--- src/rtl/cache_mem_arbiter.sv ---
// Two-requester round-robin arbiter sharing one block-wide data memory
// between the instruction cache (rq0) and the data cache (rq1).
//
// Handshake: a requester holds read_en/wr_en with its address and data
// until it sees the matching done pulse. busywait_o stays high while it
// waits. On the memory side an enable is held, with a stable address and
// data, until the memory drops busywait and raises the done that matches
// the enable. The enable falls combinationally in that done cycle.
module cache_mem_arbiter #(
  parameter int BLOCK_W = 128,
  parameter int ADDR_W  = 28
) (
  input  logic               clk_i,
  input  logic               reset_i,
  input  logic               rq0_read_en_i,
  input  logic               rq0_wr_en_i,
  input  logic [ADDR_W-1:0]  rq0_address_i,
  input  logic [BLOCK_W-1:0] rq0_write_data_i,
  output logic               rq0_busywait_o,
  output logic               rq0_read_done_o,
  output logic               rq0_write_done_o,
  output logic [BLOCK_W-1:0] rq0_read_data_o,
  input  logic               rq1_read_en_i,
  input  logic               rq1_wr_en_i,
  input  logic [ADDR_W-1:0]  rq1_address_i,
  input  logic [BLOCK_W-1:0] rq1_write_data_i,
  output logic               rq1_busywait_o,
  output logic               rq1_read_done_o,
  output logic               rq1_write_done_o,
  output logic [BLOCK_W-1:0] rq1_read_data_o,
  output logic               m_read_en_o,
  output logic               m_wr_en_o,
  output logic [ADDR_W-1:0]  m_address_o,
  output logic [BLOCK_W-1:0] m_write_data_o,
  input  logic               m_busywait_i,
  input  logic               m_read_done_i,
  input  logic               m_write_done_i,
  input  logic [BLOCK_W-1:0] m_read_data_i,
  output logic [1:0]         dbg_state_o,
  output logic               dbg_prio_o
);

  typedef enum logic [1:0] {
    IDLE    = 2'd0,
    GRANT0  = 2'd1,
    GRANT1  = 2'd2,
    RELEASE = 2'd3
  } state_t;

  state_t               state_q, state_d;
  logic                 prio_q, prio_d;
  logic                 op_wr_q;
  logic [ADDR_W-1:0]    addr_q;
  logic [BLOCK_W-1:0]   data_q;

  logic                 latch_en;
  logic                 latch_sel;
  logic                 act0, act1;
  logic                 granted;
  logic                 done_match;

  assign act0 = rq0_read_en_i | rq0_wr_en_i;
  assign act1 = rq1_read_en_i | rq1_wr_en_i;
  assign granted = (state_q == GRANT0) || (state_q == GRANT1);

  // Only the done that matches the latched operation ends a grant.
  assign done_match = !m_busywait_i && (op_wr_q ? m_write_done_i : m_read_done_i);

  // State, round-robin pointer and the owner's latched request.
  always_ff @(posedge clk_i) begin
    if (reset_i) begin
      state_q <= IDLE;
      prio_q  <= 1'b0;
      op_wr_q <= 1'b0;
      addr_q  <= '0;
      data_q  <= '0;
    end else begin
      state_q <= state_d;
      prio_q  <= prio_d;
      if (latch_en) begin
        op_wr_q <= latch_sel ? rq1_wr_en_i      : rq0_wr_en_i;
        addr_q  <= latch_sel ? rq1_address_i    : rq0_address_i;
        data_q  <= latch_sel ? rq1_write_data_i : rq0_write_data_i;
      end
    end
  end

  // Grant decision in IDLE, completion detection while granted.
  always_comb begin
    state_d   = state_q;
    prio_d    = prio_q;
    latch_en  = 1'b0;
    latch_sel = 1'b0;
    case (state_q)
      IDLE: begin
        if (act0 && act1) begin
          latch_en  = 1'b1;
          latch_sel = prio_q;
          state_d   = prio_q ? GRANT1 : GRANT0;
        end else if (act0) begin
          latch_en  = 1'b1;
          latch_sel = 1'b0;
          state_d   = GRANT0;
        end else if (act1) begin
          latch_en  = 1'b1;
          latch_sel = 1'b1;
          state_d   = GRANT1;
        end
      end
      GRANT0: begin
        if (done_match) begin
          state_d = RELEASE;
          prio_d  = 1'b1;
        end
      end
      GRANT1: begin
        if (done_match) begin
          state_d = RELEASE;
          prio_d  = 1'b0;
        end
      end
      default: state_d = IDLE;
    endcase
  end

  // Memory drive and per-requester status routing.
  always_comb begin
    m_read_en_o      = granted && !op_wr_q && !done_match;
    m_wr_en_o        = granted &&  op_wr_q && !done_match;
    m_address_o      = granted ? addr_q : '0;
    m_write_data_o   = (granted && op_wr_q) ? data_q : '0;

    rq0_busywait_o   = (state_q == GRANT0) | act0;
    rq0_read_done_o  = (state_q == GRANT0) && !op_wr_q && m_read_done_i;
    rq0_write_done_o = (state_q == GRANT0) &&  op_wr_q && m_write_done_i;
    rq0_read_data_o  = (state_q == GRANT0) ? m_read_data_i : '0;

    rq1_busywait_o   = (state_q == GRANT1) | act1;
    rq1_read_done_o  = (state_q == GRANT1) && !op_wr_q && m_read_done_i;
    rq1_write_done_o = (state_q == GRANT1) &&  op_wr_q && m_write_done_i;
    rq1_read_data_o  = (state_q == GRANT1) ? m_read_data_i : '0;

    dbg_state_o      = state_q;
    dbg_prio_o       = prio_q;
  end

endmodule
--- config.mk ---
export PLATFORM = sky130hd
export DESIGN_NAME = cache_mem_arbiter
export DESIGN_NICKNAME = d
export VERILOG_FILES = /design/src/rtl/cache_mem_arbiter.sv
export SDC_FILE = /design/constraint.sdc
export NUM_CORES = 1
export LEC_CHECK = 0
export ABC_CLOCK_PERIOD_IN_PS = 2300
export BUFFER_PORTS_ARGS = -buffer_cell sky130_fd_sc_hd__buf_4
export CAP_MARGIN = 20
export CORE_AREA = 2 2 335 337
export DETAILED_ROUTE_END_ITERATION = 16
export DIE_AREA = 0 0 337 339
export GPL_TIMING_DRIVEN = 0
export PLACE_DENSITY = 0.3
export SYNTH_ARGS = -nofsm -noshare
export SYNTH_HDL_FRONTEND = slang
export SYNTH_SLANG_ARGS = --single-unit
export TNS_END_PERCENT = 100
--- constraint.sdc ---
create_clock -name clk_i -period 2.3 [get_ports clk_i]
set_input_delay 0.115 -clock clk_i [delete_from_list [all_inputs] [get_ports clk_i]]
set_output_delay 0.115 -clock clk_i [all_outputs]
set_load 0.03 [all_outputs]
## Word level (Yosys, flattened, before mapping)

Index checks and enable logic that the tools add are counted.

- Bits in registers: 160
- Input bits: 449
- Output and inout bits: 423
- Word-level logic and storage cells: 62

- Equal/unequal tests: 6
- Mux-type cells: 24
- Bitwise logic cells: 4
- Reductions and logical operators: 23

Operators with widths:

| operator | count |
|---|---|
| 128-bit 2-to-1 mux | 4 |
| 28-bit 2-to-1 mux | 2 |
| 1-bit logical AND | 14 |
| 1-bit 2-to-1 mux | 11 |
| 2-bit 2-to-1 mux | 5 |
| 2-bit != test, second input constant | 2 |
| 4-bit != test, second input constant | 1 |
| 1-bit bitwise OR | 4 |
| 2-bit case mux with 2 select lines | 1 |
| 1-bit zero test | 3 |
| 3-bit AND reduction | 1 |
| 2-bit by 1-bit == test with 1-bit output, second input constant | 1 |
| 2-bit == test, second input constant | 1 |
| 2-bit zero test | 1 |
| 2-bit by 1-bit != test with 1-bit output, second input constant | 1 |
| 1-bit case mux with 2 select lines | 1 |
| 2-bit AND reduction | 1 |
| 2-bit nonzero test | 1 |
| 2-bit OR reduction | 1 |
| 1-bit logical OR | 1 |

## Longest topological paths before layout

- Depth in word-level cells: 6
- Depth in mapped cells: 8
- Gate-level depth less buffers: 5

## Least setup slack after synthesis

Ideal clock, no wire load.

- Path type: register -> output
- Start: register state_q[0], in the netlist dbg_state_o[0]
- End: output port m_write_data_o[100]
- Arrival: 1822 ps
- Data required time: 2185 ps
- Setup slack: 363 ps
- Cell stages (with the launch flop): 6
- Path buffers: 2
- Path through: dfxtp_1 inv_1 ha_1 clkbuf_1 clkbuf_1 and3_1

- Cells in the longest elaborated chain, start to end: 4
- Elaborated cells on any way between the ends: 5
- Those cells by class: eq/ne (2); mux (1); reduce/logical (2)

RTL lines:

| what | RTL line | source |
|---|---|---|
| start, declared | 50 | `state_t state_q, state_d;` |
| start signal, assigned | 78 | `state_q <= state_d;` |
| 2-bit by 1-bit == test with 1-bit output / 2-bit == test (equally long branches) | 64 | `assign granted = (state_q == GRANT0) \|\| (state_q == GRANT1);` |
| 1-bit logical OR * | 64 |  |
| 1-bit logical AND * | 131 | `m_write_data_o = (granted && op_wr_q) ? data_q : '0;` |
| 128-bit 2-to-1 mux * | 131 |  |
| end, declared | 34 | `output logic [BLOCK_W-1:0] m_write_data_o,` |

Mark *: on every way between the ends. The rest lies on a longest branch, timed or not.

## Worst setup path after layout

- Start: register state_q[0], in the netlist dbg_state_o[0]
- End: output port m_write_data_o[119]

The elaborated chain is that of the path after synthesis.

==> summary.json <==
{
  "run_status": {
    "run_status": "finished, violations left",
    "failed_checks": "setup timing"
  },
  "power_and_ir_drop": {
    "power.switching_fraction_pct": 48.4,
    "clockPowerShare_pct": 14.0,
    "internal-power_mw": 12.7,
    "logic_gate_share_of_total_power_pct": 68.1,
    "power_density_nw_per_um2": 1020,
    "ir_drop_uv": 630,
    "netSwitchingPower_mw": 11.9,
    "power_frac_seq_pct": 17.9,
    "static-leakage-power_nw": 11.1
  },
  "worst_hold_path": {
    "hold_start": "reset_i",
    "hold_path.class": "in -> reg"
  },
  "global_route": {
    "via_count_of_the_first_global_routing_pass": 16418,
    "grtUsageTotal_pct": 17.1,
    "grt_max_degree": 17,
    "grt_antenna_before_repair": 27,
    "globalRouteOverflowTotal": 0,
    "grt_first_pass_wirelength_um": 134000
  },
  "setup_path": {
    "slowest_delay_ns": 0.38,
    "cp_data_arrival_time_ns": 2.23,
    "cells_along_the_critical_path": "inv_4 -> ha_4 -> clkbuf_16 -> buf_12 -> buf_12 -> clkbuf_16 -> buf_6 -> and3_4 -> buf_8",
    "timing.setup.critical_path_class": "reg -> out",
    "cpMaxStageDelayCell": "dfxtp_4",
    "worst_setup_path_start_kind": "flip-flop",
    "critPathLaunch": "dbg_state_o[0]",
    "rr_startpoint": "dbg_state_o[0]",
    "required_ns": 2.18,
    "cp_max_fo": 5,
    "family_with_the_most_delay_on_the_worst_path": "buffers and inverters",
    "end_kind": "primary output",
    "critical_path.n_buffers_inverters": 7
  },
  "timing": {
    "setup_violations": 8,
    "postLayoutSetupSlackWorst_ns": -0.0408,
    "worstMarginPinSlew_ns": 0.892,
    "timing.final.crit_period_ns": 2.34,
    "slew_headroom_pct": 40.6,
    "final_hold_viol_count": 0,
    "grt_setup_unrepaired": "yes",
    "setup-tns-final_ns": -0.110,
    "tightest_hold_margin_ns": 0.0461,
    "setup_skew_after_layout_ns": 0.0196,
    "timing.final.max_slew_violations": 0,
    "finalCritPeriodShare_pct": 102,
    "fmax_mhz": 427
  },
  "place": {
    "gp_congestion": 0.869,
    "post-place-ws_ns": -0.811,
    "port_buffers": 870,
    "placement.cell_area_um2": 18500,
    "hpwl_um": 84800
  },
  "routing": {
    "number_of_vias_per_cell_after_detailed_routing": 3.66,
    "number_of_nets_still_failing_antenna_checks_after_routing": 0,
    "remaining_drc_errors": 0,
    "first_iter_violations": 505,
    "route.detailed.wl_per_inst_um": 24.4,
    "detailedRoute.firstPassIterationCount": 5,
    "detailroute.via_count": 15124,
    "drt-total-wl_um": 101000
  },
  "synth": {
    "synth.avg_cell_area_um2": 7.23,
    "synth-xor-area-share_pct": 0,
    "post_synth_mux_area_share_pct": 0.299,
    "ys_warn_count": 0,
    "syn-cell-area_um2": 10000,
    "synth_fa_ha_area_share_pct": 0.499,
    "post_synth_and_or_nand_nor_area_fraction_pct": 44.3,
    "post_synthesis_sequential_element_count": 160,
    "netlist-cell-type-count": 26,
    "synth_seq_area_share_pct": 31.9,
    "syn_inst": 1388,
    "compound_gate_portion_of_the_synthesized_area_pct": 15.6,
    "synth.net_count": 1841,
    "synth_top_family_by_area": "simple AND/OR/NAND/NOR gates"
  },
  "clocking": {
    "clk_root_buffer_cell": "clkbuf_16",
    "worstSkewPairLatency_ns": 0.51,
    "clkSlewWorstSetupHoldPaths_ns": 0.08,
    "numCtsBuffers": 17,
    "cts_max_path_buffers": 2,
    "cts.sink_count": 160,
    "tritoncts_clock_tree": "built",
    "ctsHtreeMaxLevel": 4
  },
  "final_layout": {
    "area_overhead_vs_synth_pct": 141,
    "final_net_count": 3075,
    "post_layout_instance_area_um2": 24100,
    "share_of_final_layout_standard_cells_stronger_than_drive_strength_1_pct": 44.4
  },
  "die": {
    "core_area_um2": 110000,
    "fp.dieArea_um2": 114000,
    "dieWidth_um": 337,
    "core.rowCount": 122,
    "initial_utilization_pct": 9.09,
    "die_y_um": 339,
    "boundaryPins": 872
  },
  "flow_run": {
    "cap_violations": 0
  }
}
power by group through the flow:
stage / logic (mW) / registers [mW] / clock network [mW]
3_5_place_dp: 14.0 / 4.40 / 0
5_1_grt: 18.0 / 4.53 / 3.67
6_report: 16.8 / 4.40 / 3.44
3_3_place_gp: 13.9 / 4.37 / 0
4_1_cts: 17.0 / 4.39 / 3.58
2_1_floorplan: 7.57 / 4.24 / 0
timing repair:
| item | in CTS | in global routing |
|---|---|---|
| endpoints found under the setup margin | 425 | 125 |
| hold endpoints to repair | 158 | 0 |
| pin swaps | 27 | 3 |
| cloned | 10 | 1 |
| buffers inserted | 13 | 3 |
| resized for setup | 347 | 37 |
| hold buffers | 316 | 0 |
cell usage in the layout, fill, tap and decap left out, types with 38 or more instances in the layout:
| cell | count |
|---|---|
| dlygate4sd3_1 | 316 |
| nand2_1 | 319 |
| and3_4 | 91 |
| a311oi_1 | 138 |
| dfxtp_1 | 158 |
| and3_1 | 38 |
| buf_2 | 48 |
| buf_4 | 778 |
| buf_6 | 107 |
| and2_1 | 279 |
| nor2_1 | 164 |
synth_stat cells:
cell / count / area, um2
a211oi_1: 1 / 7.51
nor2_1: 164 / 616
mux2i_1: 3 / 30.0
inv_1: 5 / 18.8
buf_4: 10 / 75.1
a21oi_1: 1 / 5.00
nor2_4: 1 / 11.3
a41oi_1: 1 / 8.76
clkbuf_1: 80 / 300
nand2b_1: 2 / 12.5
a311oi_1: 138 / 1210
and2_1: 285 / 1780
o221ai_2: 1 / 15.0
or2_2: 1 / 6.26
nand2_1: 319 / 1200
buf_6: 10 / 113
buf_2: 47 / 235
a311oi_2: 19 / 285
o21ai_0: 2 / 10.0
and3_1: 130 / 813
a31oi_1: 1 / 6.26
o221a_2: 1 / 11.3
ha_1: 4 / 50.1
dfxtp_1: 160 / 3200
a21boi_1: 1 / 7.51
nand3_1: 1 / 5.00
layout make-up:
| class | instances | area (um2) |
|---|---|---|
| Fill cell | 12435 | 86200 |
| Timing Repair Buffer | 1216 | 10600 |
| Multi-Input combinational cell | 1076 | 6590 |
| Sequential cell | 160 | 3210 |
| Tap cell | 1488 | 1860 |
| Buffer | 146 | 1160 |
| Clock buffer | 21 | 450 |
| Clock inverter | 11 | 201 |
| Antenna cell | 10 | 25.0 |
| Inverter | 5 | 23.8 |
tightest hold or removal path: stages:
cell	delay, ns
buf_2	0.21
nand2b_1	0.13
mux2i_1	0.06
flip-flops by register name, summed over array words and instances, names as in the netlist:
signal,flops
addr_q,28
data_q,128
dbg_prio_o,1
dbg_state_o,2
op_wr_q,1
per-stage QoR:
step                power [mW]  std cells  util [%]
floorplan                 11.8       1388         -
global placement          18.2       3746      16.7
detailed placement        18.4       3750      16.8
CTS                       25.0       4120      21.7
global route              26.1       4125      21.9
finish                    24.6       4133      21.9
worst paths after layout:
kind	end	slack [ns]	cells past startpoint
worst max-delay path	m_write_data_o[119]	-0.04	9
worst min-delay path	dbg_state_o[1]	0.05	3
worst max register to register	data_q[109]	0.19	7
worst min register to register	data_q[15]	0.50	2
layer usage:
metal / GRT usage (%) / up-vias / share of wire [%]
met5: 0 / - / 0.10
met3: 3.79 / 105 / 5.5
met2: 32.7 / 573 / 54
li1: - / 7179 / -
met1: 17.5 / 7251 / 36
met4: 7.41 / 16 / 4.5
kinds of logic after synthesis:
kind of cell    after synthesis
buf+inv                     152
simple gates                903
flops                       160
fa+ha+maj                     4
compound gates              166
mux                           3
Power figures use the tool's default switching activity.
